===== src/rtl/dual_port_ram_fifo_ctrl_if.sv =====
// Producer/consumer interface of the FIFO controller.
//
// Handshake: push and pop are requests sampled on the rising clock edge.
// A push is accepted when full is low and a pop is accepted when empty is low,
// so ~full and ~empty act as the ready signals. A rejected request is dropped
// and reported by a one-cycle overflow or underflow pulse. pop_valid is high
// in the cycle after an accepted pop, and pop_data is meaningful only while
// pop_valid is high.
//
// Signals: push, push_data, pop (client -> FIFO);
//          pop_data, pop_valid, full, empty, almost_full, count,
//          overflow, underflow (FIFO -> client).
// Modports: master = client side, slave = controller side.
interface dual_port_ram_fifo_ctrl_if #(
  parameter int ADDR_WIDTH = 4,
  parameter int DATA_WIDTH = 8
);
  logic                  push;
  logic [DATA_WIDTH-1:0] push_data;
  logic                  pop;
  logic [DATA_WIDTH-1:0] pop_data;
  logic                  pop_valid;
  logic                  full;
  logic                  empty;
  logic                  almost_full;
  logic [ADDR_WIDTH:0]   count;
  logic                  overflow;
  logic                  underflow;

  modport master (
    output push, push_data, pop,
    input  pop_data, pop_valid, full, empty, almost_full, count,
           overflow, underflow
  );

  modport slave (
    input  push, push_data, pop,
    output pop_data, pop_valid, full, empty, almost_full, count,
           overflow, underflow
  );
endinterface


===== src/rtl/dual_port_ram_fifo_ctrl.sv =====
// Sequences an external dual-port RAM as a synchronous FIFO.
// Port 0 of the RAM is the write port, port 1 the read port (registered
// read data, one cycle latency).
//
// Ports:
//   clk, rst          clock, asynchronous active-high reset
//   fifo              producer/consumer interface (slave modport)
//   ram_wr_en         RAM wr_en
//   ram_port_en_0     RAM port_en_0
//   ram_addr_0        RAM addr_in_0 (write pointer address)
//   ram_data_in       RAM data_in (push_data passthrough)
//   ram_port_en_1     RAM port_en_1
//   ram_addr_1        RAM addr_in_1 (read pointer address)
//   ram_data_out_1    RAM data_out_1 (returned as pop_data)
module dual_port_ram_fifo_ctrl #(
  parameter int ADDR_WIDTH = 4,
  parameter int DATA_WIDTH = 8,
  parameter int DEPTH      = 16,
  parameter int AF_LEVEL   = 12
) (
  input  logic                  clk,
  input  logic                  rst,
  dual_port_ram_fifo_ctrl_if.slave fifo,
  output logic                  ram_wr_en,
  output logic                  ram_port_en_0,
  output logic [ADDR_WIDTH-1:0] ram_addr_0,
  output logic [DATA_WIDTH-1:0] ram_data_in,
  output logic                  ram_port_en_1,
  output logic [ADDR_WIDTH-1:0] ram_addr_1,
  input  logic [DATA_WIDTH-1:0] ram_data_out_1
);

  localparam logic [ADDR_WIDTH:0] PTR_ONE  = {{ADDR_WIDTH{1'b0}}, 1'b1};
  localparam logic [ADDR_WIDTH:0] DEPTH_L  = (ADDR_WIDTH+1)'(DEPTH);
  localparam logic [ADDR_WIDTH:0] AF_L     = (ADDR_WIDTH+1)'(AF_LEVEL);

  // Pointers carry an extra wrap bit so full (difference == DEPTH) and
  // empty (difference == 0) are distinguishable.
  logic [ADDR_WIDTH:0] wr_ptr;
  logic [ADDR_WIDTH:0] rd_ptr;
  logic [ADDR_WIDTH:0] count_w;
  logic                push_acc;
  logic                pop_acc;
  logic                full_w;
  logic                empty_w;
  logic                pop_valid_q;
  logic                overflow_q;
  logic                underflow_q;

  // Occupancy is a pure function of the registered pointers.
  assign count_w = wr_ptr - rd_ptr;
  assign full_w  = (count_w == DEPTH_L);
  assign empty_w = (count_w == '0);

  // Gating on full/empty means a read never targets the slot written in the
  // same cycle: at empty the pop is refused, at full the push is refused.
  assign push_acc = fifo.push & ~full_w;
  assign pop_acc  = fifo.pop  & ~empty_w;

  always_ff @(posedge clk or posedge rst) begin
    if (rst) begin
      wr_ptr      <= '0;
      rd_ptr      <= '0;
      pop_valid_q <= 1'b0;
      overflow_q  <= 1'b0;
      underflow_q <= 1'b0;
    end else begin
      if (push_acc) wr_ptr <= wr_ptr + PTR_ONE;
      if (pop_acc)  rd_ptr <= rd_ptr + PTR_ONE;
      pop_valid_q <= pop_acc;
      overflow_q  <= fifo.push & full_w;
      underflow_q <= fifo.pop & empty_w;
    end
  end

  assign ram_wr_en     = push_acc;
  assign ram_port_en_0 = push_acc;
  assign ram_addr_0    = wr_ptr[ADDR_WIDTH-1:0];
  assign ram_data_in   = fifo.push_data;
  assign ram_port_en_1 = pop_acc;
  assign ram_addr_1    = rd_ptr[ADDR_WIDTH-1:0];

  assign fifo.pop_data    = ram_data_out_1;
  assign fifo.pop_valid   = pop_valid_q;
  assign fifo.full        = full_w;
  assign fifo.empty       = empty_w;
  assign fifo.almost_full = (count_w >= AF_L);
  assign fifo.count       = count_w;
  assign fifo.overflow    = overflow_q;
  assign fifo.underflow   = underflow_q;

endmodule

===== src/flat_wrapper.sv =====
// flat-port wrapper written by rule: the top's interface ports become plain ports
module dual_port_ram_fifo_ctrl_flat 
#(
  parameter int ADDR_WIDTH = 4,
  parameter int DATA_WIDTH = 8,
  parameter int DEPTH      = 16,
  parameter int AF_LEVEL   = 12
)
  (clk, rst, ram_wr_en, ram_port_en_0, ram_addr_0, ram_data_in, ram_port_en_1, ram_addr_1, ram_data_out_1, fifo_push, fifo_push_data, fifo_pop, fifo_pop_data, fifo_pop_valid, fifo_full, fifo_empty, fifo_almost_full, fifo_count, fifo_overflow, fifo_underflow);
  dual_port_ram_fifo_ctrl_if #(.ADDR_WIDTH(ADDR_WIDTH), .DATA_WIDTH(DATA_WIDTH)) fifo_i ();
  input  logic clk;
  input  logic rst;
  output logic ram_wr_en;
  output logic ram_port_en_0;
  output logic [ADDR_WIDTH-1:0] ram_addr_0;
  output logic [DATA_WIDTH-1:0] ram_data_in;
  output logic ram_port_en_1;
  output logic [ADDR_WIDTH-1:0] ram_addr_1;
  input  logic [DATA_WIDTH-1:0] ram_data_out_1;
  input wire logic [$bits(fifo_i.push)-1:0] fifo_push;
  input wire logic [$bits(fifo_i.push_data)-1:0] fifo_push_data;
  input wire logic [$bits(fifo_i.pop)-1:0] fifo_pop;
  output wire logic [$bits(fifo_i.pop_data)-1:0] fifo_pop_data;
  output wire logic [$bits(fifo_i.pop_valid)-1:0] fifo_pop_valid;
  output wire logic [$bits(fifo_i.full)-1:0] fifo_full;
  output wire logic [$bits(fifo_i.empty)-1:0] fifo_empty;
  output wire logic [$bits(fifo_i.almost_full)-1:0] fifo_almost_full;
  output wire logic [$bits(fifo_i.count)-1:0] fifo_count;
  output wire logic [$bits(fifo_i.overflow)-1:0] fifo_overflow;
  output wire logic [$bits(fifo_i.underflow)-1:0] fifo_underflow;
  assign fifo_i.push = fifo_push;
  assign fifo_i.push_data = fifo_push_data;
  assign fifo_i.pop = fifo_pop;
  assign fifo_pop_data = fifo_i.pop_data;
  assign fifo_pop_valid = fifo_i.pop_valid;
  assign fifo_full = fifo_i.full;
  assign fifo_empty = fifo_i.empty;
  assign fifo_almost_full = fifo_i.almost_full;
  assign fifo_count = fifo_i.count;
  assign fifo_overflow = fifo_i.overflow;
  assign fifo_underflow = fifo_i.underflow;
  dual_port_ram_fifo_ctrl #(.ADDR_WIDTH(ADDR_WIDTH), .DATA_WIDTH(DATA_WIDTH), .DEPTH(DEPTH), .AF_LEVEL(AF_LEVEL)) u_core (.clk(clk), .rst(rst), .fifo(fifo_i), .ram_wr_en(ram_wr_en), .ram_port_en_0(ram_port_en_0), .ram_addr_0(ram_addr_0), .ram_data_in(ram_data_in), .ram_port_en_1(ram_port_en_1), .ram_addr_1(ram_addr_1), .ram_data_out_1(ram_data_out_1));
endmodule

===== config.mk =====
export PLATFORM = sky130hd
export DESIGN_NAME = dual_port_ram_fifo_ctrl_flat
export DESIGN_NICKNAME = d
export VERILOG_FILES = /design/src/rtl/dual_port_ram_fifo_ctrl_if.sv /design/src/rtl/dual_port_ram_fifo_ctrl.sv /design/src/flat_wrapper.sv
export SDC_FILE = /design/constraint.sdc
export NUM_CORES = 1
export LEC_CHECK = 0
export ABC_CLOCK_PERIOD_IN_PS = 2750
export BUFFER_PORTS_ARGS = -buffer_cell sky130_fd_sc_hd__buf_2
export CORE_UTILIZATION = 43
export CTS_CLUSTER_SIZE = 40
export DETAILED_ROUTE_END_ITERATION = 8
export PLACE_DENSITY = 0.82
export REMOVE_ABC_BUFFERS = 1
export SLEW_MARGIN = 20
export SYNTH_ARGS = -nofsm -noshare
export SYNTH_HDL_FRONTEND = slang
export SYNTH_SLANG_ARGS = --single-unit

===== constraint.sdc =====
create_clock -name clk -period 2.75 [get_ports clk]
set_clock_uncertainty 0.2 [all_clocks]
set_input_delay 0.1375 -clock clk [delete_from_list [all_inputs] [get_ports clk]]
set_output_delay 0.1375 -clock clk [all_outputs]
set_load 0.05 [all_outputs]

# ---- Word level (Yosys, flattened, before mapping)
# Index checks and enable logic that the tools add are counted.
# Widths: inputs -> output; s select.
dict set report totals {
  reg_bits 13
  latchBits 0
  ramBits 0
  mem_bits_ro 0
  inputBits 20
  out_inout_bits 38
  wordCells 17
  mem_count 0
}
dict set report op_classes {
  addsub 3
  multipliers 0
  div_mod_pow 0
  order_cmp 1
  n_eq_ne 1
  n_shift 0
  muxes 0
  n_bitwise 6
  reduce_logical 1
}
# operator n
set ops {}
lappend ops {{$add 5x1->5 const B} 2}
lappend ops {{$eq 5x5->1 const B} 1}
lappend ops {{$ge 5x4->1 const B} 1}
lappend ops {{$logic_not 5->1} 1}
lappend ops {{$sub 5x5->5} 1}
lappend ops {{$and 1x1->1} 4}
lappend ops {{$not 1->1} 2}

# ---- Depth between registers and ports, before layout
# Gate-level depths: netlist (run 1).
dict set report depth {
  word_depth 4
  mapped_depth 10
  ltp_nobuf 9
}

# ---- Worst setup path after synthesis (run 1)
# No wires, ideal clock.
dict set report synth_timing {
  path_kind {register to output}
  from {register u_core.wr_ptr[0]}
  to {output port ram_wr_en}
  arrival_time_ns 3.113
  t_required_ns 2.413
  setup_slack_ns -0.700
  path_stages_with_launch 11
  n_path_buf 1
  path_cell_list {dfrtp_1 > inv_1 > ha_1 > inv_1 > fa_1 > xor2_1 > nor3_1 > o221a_4 > nand2b_4 > inv_1 > buf_4}
}
dict set report synth_via {
  elab_chain_len 4
}
# item line
set synth_lines {}
lappend synth_lines {{start: declaration} dual_port_ram_fifo_ctrl.sv:39} ;# logic [ADDR_WIDTH:0] wr_ptr;
lappend synth_lines {{start signal: assignment} dual_port_ram_fifo_ctrl.sv:68} ;# if (push_acc) wr_ptr <= wr_ptr + PTR_ONE;
lappend synth_lines {{$sub 5x5->5} dual_port_ram_fifo_ctrl.sv:51} ;# assign count_w = wr_ptr - rd_ptr;
lappend synth_lines {{named net fifo_count[2]} flat_wrapper.sv:28} ;# output wire logic [$bits(fifo_i.count)-1:0] fifo_count;
lappend synth_lines {{$eq 5x5->1} dual_port_ram_fifo_ctrl.sv:52} ;# assign full_w = (count_w == DEPTH_L);
lappend synth_lines {{named net fifo_full} flat_wrapper.sv:25} ;# output wire logic [$bits(fifo_i.full)-1:0] fifo_full;
lappend synth_lines {{$not 1->1} dual_port_ram_fifo_ctrl.sv:57} ;# assign push_acc = fifo.push & ~full_w;
lappend synth_lines {{$and 1x1->1} dual_port_ram_fifo_ctrl.sv:57}
lappend synth_lines {{end: declaration} flat_wrapper.sv:13} ;# output logic ram_wr_en;
# The timed path passes the listed nets, and every way through them passes these cells.

# ---- Worst setup path in the final report (run 1)
dict set report layout_timing {
  from {register u_core.wr_ptr[0]}
  to {output port ram_wr_en}
}
dict set report layout_via {
  elab_chain_len 4
}
# item line
set layout_lines {}
lappend layout_lines {{$sub 5x5->5} dual_port_ram_fifo_ctrl.sv:51}
lappend layout_lines {{$eq 5x5->1} dual_port_ram_fifo_ctrl.sv:52}
lappend layout_lines {{$not 1->1} dual_port_ram_fifo_ctrl.sv:57}
lappend layout_lines {{$and 1x1->1} dual_port_ram_fifo_ctrl.sv:57}
# Every way passes these cells.

==> results of run 1 <==
## kinds of logic after synthesis
| logic type | share of synthesized area |
|---|---|
| XOR/XNOR | 0.09884 |
| adder cells (fa/ha/maj) | 0.09756 |
| AO/OA/AOI/OAI | 0.07189 |
| flip-flops | 0.3338 |
| AND/OR/NAND/NOR | 0.1399 |
| buffers and inverters | 0.2311 |
| multiplexers | 0.02695 |
## Yosys cell counts, types with 2 or more instances
| library cell | count |
|---|---|
| a21oi_1 | 4 |
| and2_1 | 2 |
| and3_1 | 3 |
| buf_4 | 25 |
| dfrtp_1 | 13 |
| ha_1 | 6 |
| inv_1 | 10 |
| nand2_1 | 2 |
| nand3_1 | 4 |
| nand4_1 | 2 |
| nor2_1 | 5 |
| xnor2_1 | 6 |
| xor2_1 | 5 |
## critical path, cell delays in order, from the launching register on
cell and delay, ns:
dfrtp_1 0.38, inv_1 0.06, ha_1 0.15, inv_1 0.05, fa_2 0.34, xor2_1 0.20
nor3_2 0.21, o221a_4 0.25, nand2b_4 0.14, inv_1 0.08, buf_6 0.16
## stage by stage
| stage | hold slack (ns) | util | area, sq um | setup WS (ns) |
|---|---|---|---|---|
| after detailed placement | -0.01921 | 0.4632 | 945.9 | 0.09647 |
| final | -0.01088 | 0.5092 | 1040 | 0.1196 |
| after global placement | -0.02469 | 0.4632 | 945.9 | 0.1683 |
| after CTS | -0.02475 | 0.5006 | 1022 | -0.01547 |
| after global routing | -0.008147 | 0.5092 | 1040 | -0.02739 |
| after floorplan | -0.1855 | - | 787.0 | -0.9976 |
## registers in the layout, summed over array words and instances (netlist names)
register / flops
u_core.wr_ptr: 5
u_core.fifo.pop_valid: 1
u_core.fifo.overflow: 1
u_core.fifo.underflow: 1
u_core.rd_ptr: 5
## per-layer routing
metal  global-route usage  vias to the layer above  share of wire
met5              0.09524                        -              0
met4              0.07143                        0         0.0099
met3               0.1111                        2           0.10
met2               0.3018                       38           0.47
met1               0.2096                      337           0.42
li1                     -                      317              -
## area by class of cell
class / instances / area (sq um) / share of cell area
tap: 27 / 33.78 / 0.03249
multi-input combinational: 51 / 434.2 / 0.4176
inverter: 10 / 37.54 / 0.03610
clock buffer: 4 / 26.28 / 0.02527
sequential: 13 / 325.3 / 0.3129
timing repair buffer: 30 / 182.7 / 0.1757
## how the worst max path moves through the flow
stage / start / to / slack (ns) / cells past startpoint
after detailed placement: u_core.wr_ptr[0] / u_core.wr_ptr[1] / 0.1 / 9
after CTS: u_core.wr_ptr[0] / ram_wr_en / -0.02 / 10
after global routing: u_core.wr_ptr[0] / ram_wr_en / -0.03 / 10
after floorplan: u_core.rd_ptr[0] / ram_port_en_0 / -1.0 / 8
final: u_core.wr_ptr[0] / ram_wr_en / 0.12 / 10
after global placement: u_core.wr_ptr[0] / u_core.wr_ptr[1] / 0.17 / 9
## cells in the final DEF, fill, tap and decap left out, drive strengths merged, types with 2 or more instances in the layout
cell,count
nor2,5
ha,6
buf,28
dfrtp,13
xor2,5
and3,4
inv,10
mux2,2
nand4,2
clkbuf,4
xnor2,6
a21oi,4
nand2,2
and2,2
nand3,4
dlygate4sd3,2
## repair_timing
action | 4_1_cts | 5_1_grt
endpoints found under the setup margin | 5 | 5
gates cloned | 0 | 0
gates resized for setup | 2 | 8
setup buffers | 3 | 0
pin swaps | 1 | 2
hold endpoints to repair | 19 | 1
==> results.txt, run 1 <==
status: complete, but fails checks
failing checks: hold timing
Routed WL: 2.112 mm
largest net degree at the start of global routing: 14
Setup Viol. Count Final: 0
Initial Util: 0.4773
DRT Pass-1 Iters: 3
Placer Congestion: 0.8039
vias in the first global route: 726
placed cell count: 126
die area: 2461 sq um
Clock Sinks: 13
hold path cells: 2
synth warn: 0
first-pass GRT wire length: 3.456 mm
# hold bufs at CTS: 2
row cnt: 16
EDFF count, synth: 0
synth-to-layout area growth: 6.675%
Layout Cells excl Fill: 135
clk buf depth: 2
top_reg_cell synth: dfrtp_1
Hold Vio Cnt, Final: 1
core box area: 2042 sq um
drt wl/cell: 15.64 um
CTS tree: yes
DR vias: 694
IO buf count: 25
reg2reg start: u_core.wr_ptr[0]
clock-pin slew on the worst setup and hold paths: 0.07 ns
largest area contributor in the netlist: dfrtp_1
Setup crit end kind: primary output
crit share post-route: 0.9565
register bit total from synthesis: 13
Synth top area share: 0.3338
sequential fraction of the synthesis area: 0.3338
DRC: 0
proportion of layout cells with a drive suffix above 1: 0.3611
nets: 136
Hold WS: -0.01088 ns
number of library cell types mapped by synthesis: 25
syn_area_per_cell: 9.845 sq um
placed wire-length estimate: 1.525 mm
max-capacitance violation count: 0
Slew Limit Headroom: 0.6730
critical path class: flop to primary output
grt ovf: 0
crit start category: flop
Worst-Margin Slew: 0.4899 ns
Hold/Removal Path Class: primary input to flop
Min-Delay Endpoint: u_core.fifo.overflow
Worst EP required: 2.41 ns
setup_tns: 0 ns
root buf cell: clkbuf_4
Reg-to-Reg End: u_core.wr_ptr[1]
initial antenna violation count: 0
min-delay src: fifo_push
Gate Count Post-Synth: 99
fin crit period: 2.630 ns
fraction of registers with async set/reset: 1.000
cts bufs inserted: 3
reg-to-reg setup timing slack: 0.37 ns
via/cell ratio: 5.141
# diodes: 0
Antenna Nets Post-Route: 0
setup repair after global routing missed its margin: yes
Synth Cell Area: 974.7 sq um
Fillers: 205
ranking of synthesized cells by area: dfrtp_1 (33%), buf_4 (19%), ha_1 (7.7%)
I/O pin count: 58
GR Util All Layers: 0.1935
H-Tree Depth: 1
Die Wd: 49.61 um
Arr. time, crit path: 2.29 ns
R2R cell count: 9
Clk Latency, worst-skew pair: 0.27 ns
Max FO, Critical Path: 3
Max Slew Vio Count: 0
initial DRC count: 4
fmax: 380.2 MHz
Die Span Y: 49.61 um
Power of run 1 is left out: the tool's default activity adds up to more than one toggle a clock period on the data nets, which glitch-free logic cannot reach.
==> run 2: changes to the inputs <==
- ABC_CLOCK_PERIOD_IN_PS: 2750 -> 2990
- CORE_UTILIZATION: 43 -> 44
- CTS_BUF_LIST: not set -> sky130_fd_sc_hd__clkbuf_4 sky130_fd_sc_hd__clkbuf_8
- PLACE_DENSITY: 0.82 -> 0.84
- clock period: 2.75 -> 2.99 ns (I/O delays scaled with it)
==> run 2 against run 1 <==
Net effect:
- the run now ends clean
- sequential share of layout area increased by 0.65 points
- global-route usage decreased by 0.68 points
- non-clock buffer count decreased by 1
- count of clock-buffer cells in the layout unchanged
- die area decreased by 2.2%
- wire length decreased by 2.9%
- final cell count decreased by 0.74%
- via count decreased by 2.2%
- critical path depth unchanged
==> results.txt, run 2 (synthesis gave the netlist of run 1 again) <==
Die Wd: 49.07 um
synth-to-layout area growth: 4.493%
DRT Pass-1 Iters: 4
Largest delay share family, worst path: adder cells
die area: 2407 sq um
Slew Limit Headroom: 0.6695
clock-pin slew on the worst setup and hold paths: 0.08 ns
Placer Congestion: 0.8181
Crit path top cell by count: inv_1
GR Util All Layers: 0.1867
Hold/Removal Path Class: primary input to primary output
# diodes: 0
Worst path max stage delay: 0.43 ns
DR vias: 679
Critical Path Start: u_core.wr_ptr[0]
Initial Util: 0.4821
Clk Latency, worst-skew pair: 0.27 ns
H-Tree Depth: 1
Max FO, Critical Path: 6
cells along the critical path: inv_1 -> ha_1 -> inv_1 -> fa_1 -> xor2_1 -> nor3_2 -> o221a_4 -> nand2b_4 -> inv_1 -> buf_2
IO buf count: 25
setup_tns: 0 ns
area occupied by multi-input gates: 429.2 sq um
Max Slew Vio Count: 0
Fillers: 180
initial DRC count: 4
final worst slack: 0.1392 ns
Worst EP required: 2.64 ns
crit share post-route: 0.9534
largest net degree at the start of global routing: 14
core box area: 2022 sq um
placed cell areas: 945.9 sq um
Clock Sinks: 13
Arr. time, crit path: 2.50 ns
reg-to-reg setup timing slack: 0.41 ns
Crit. path cell count: 10
via/cell ratio: 5.067
top flop regs: u_core.rd_ptr: 5 flops, u_core.wr_ptr: 5 flops
drt wl/cell: 15.31 um
max-capacitance violation count: 0
hold path cells: 0
I/O pin count: 58
grt ovf: 0
CTS tree: yes
Hold Vio Cnt, Final: 0
slowest stage cell, crit path: dfrtp_1
Setup Viol. Count Final: 0
Die Span Y: 49.07 um
crit start category: flop
Place WS: 0.3093 ns
critical path class: flop to primary output
commonest non-fill, non-tap cell in the layout: buf_2
initial antenna violation count: 0
Routed WL: 2.051 mm
Reg-to-Reg End: u_core.wr_ptr[1]
first-pass GRT wire length: 3.249 mm
status: complete, no violations
root buf cell: clkbuf_4
Antenna Nets Post-Route: 0
most frequent cells in the layout: buf_2 (25), dfrtp_1 (13), inv_1 (10), xnor2_1 (6), ha_1 (6)
fmax: 350.8 MHz
Worst-Margin Slew: 0.4952 ns
nets: 135
reg2reg start: u_core.wr_ptr[0]
cts bufs inserted: 3
final instance area: 1018 sq um
clk buf depth: 2
min-delay src: fifo_push_data[0]
row cnt: 16
DRC: 0
Setup crit end kind: primary output
worst path bufs/invs: 4
vias in the first global route: 693
fin crit period: 2.851 ns
placed wire-length estimate: 1.633 mm
R2R cell count: 9
Sequential Area: 325.3 sq um
Min-Delay Endpoint: ram_data_in[0]
proportion of layout cells with a drive suffix above 1: 0.3364
-- run 2: final cells by class --
type | instances | share of cell area
Clock buffer | 4 | 0.02948
Inverter | 10 | 0.03685
Multi-Input combinational cell | 51 | 0.4214
Sequential cell | 13 | 0.3194
Tap cell | 27 | 0.03317
Timing Repair Buffer | 29 | 0.1597
-- run 2: routing by layer --
layer | routed length [um] | track usage | vias up | part of all wire
li1 | - | - | 316 | -
met1 | 970 | 0.2387 | 324 | 0.47
met2 | 884 | 0.2511 | 33 | 0.43
met3 | 144 | 0.09034 | 6 | 0.070
met4 | 52 | 0.09804 | 0 | 0.025
met5 | 0 | 0.04762 | - | 0
-- run 2: metrics by stage --
step	util	hold slack (ns)	std cells
4_1_cts	0.4975	0.09937	133
2_1_floorplan	-	-0.1735	74
5_1_grt	0.5037	0.09930	134
3_5_place_dp	0.4678	-0.01006	126
3_3_place_gp	0.4678	-0.01209	126
6_report	0.5037	0.09938	134
-- run 2: worst max path at each step --
stage | slack, ns | to
final | 0.14 | ram_wr_en
after CTS | 0.02 | ram_wr_en
after detailed placement | 0.31 | u_core.wr_ptr[1]
after floorplan | -0.77 | ram_port_en_0
after global routing | -0.01 | ram_port_en_1
after global placement | 0.41 | u_core.wr_ptr[1]
-- run 2: worst reg2reg max path, cell delays in order (launching register included) --
cell and delay [ns]:
dfrtp_1 0.43, inv_1 0.08, ha_1 0.15, inv_1 0.05, fa_1 0.40, xor2_1 0.21, nor3_2 0.22, o221a_4 0.27
nand2b_4 0.15, mux2_4 0.30
-- run 2: repair_timing --
item / 4_1_cts / 5_1_grt
endpoints found under the setup margin: 0 / 4
setup buffers: 0 / 1
endpoints found under the hold margin: 17 / 0
resized for setup: 0 / 1
hold buffers: 3 / 0
Power of run 2 is left out for the same reason.
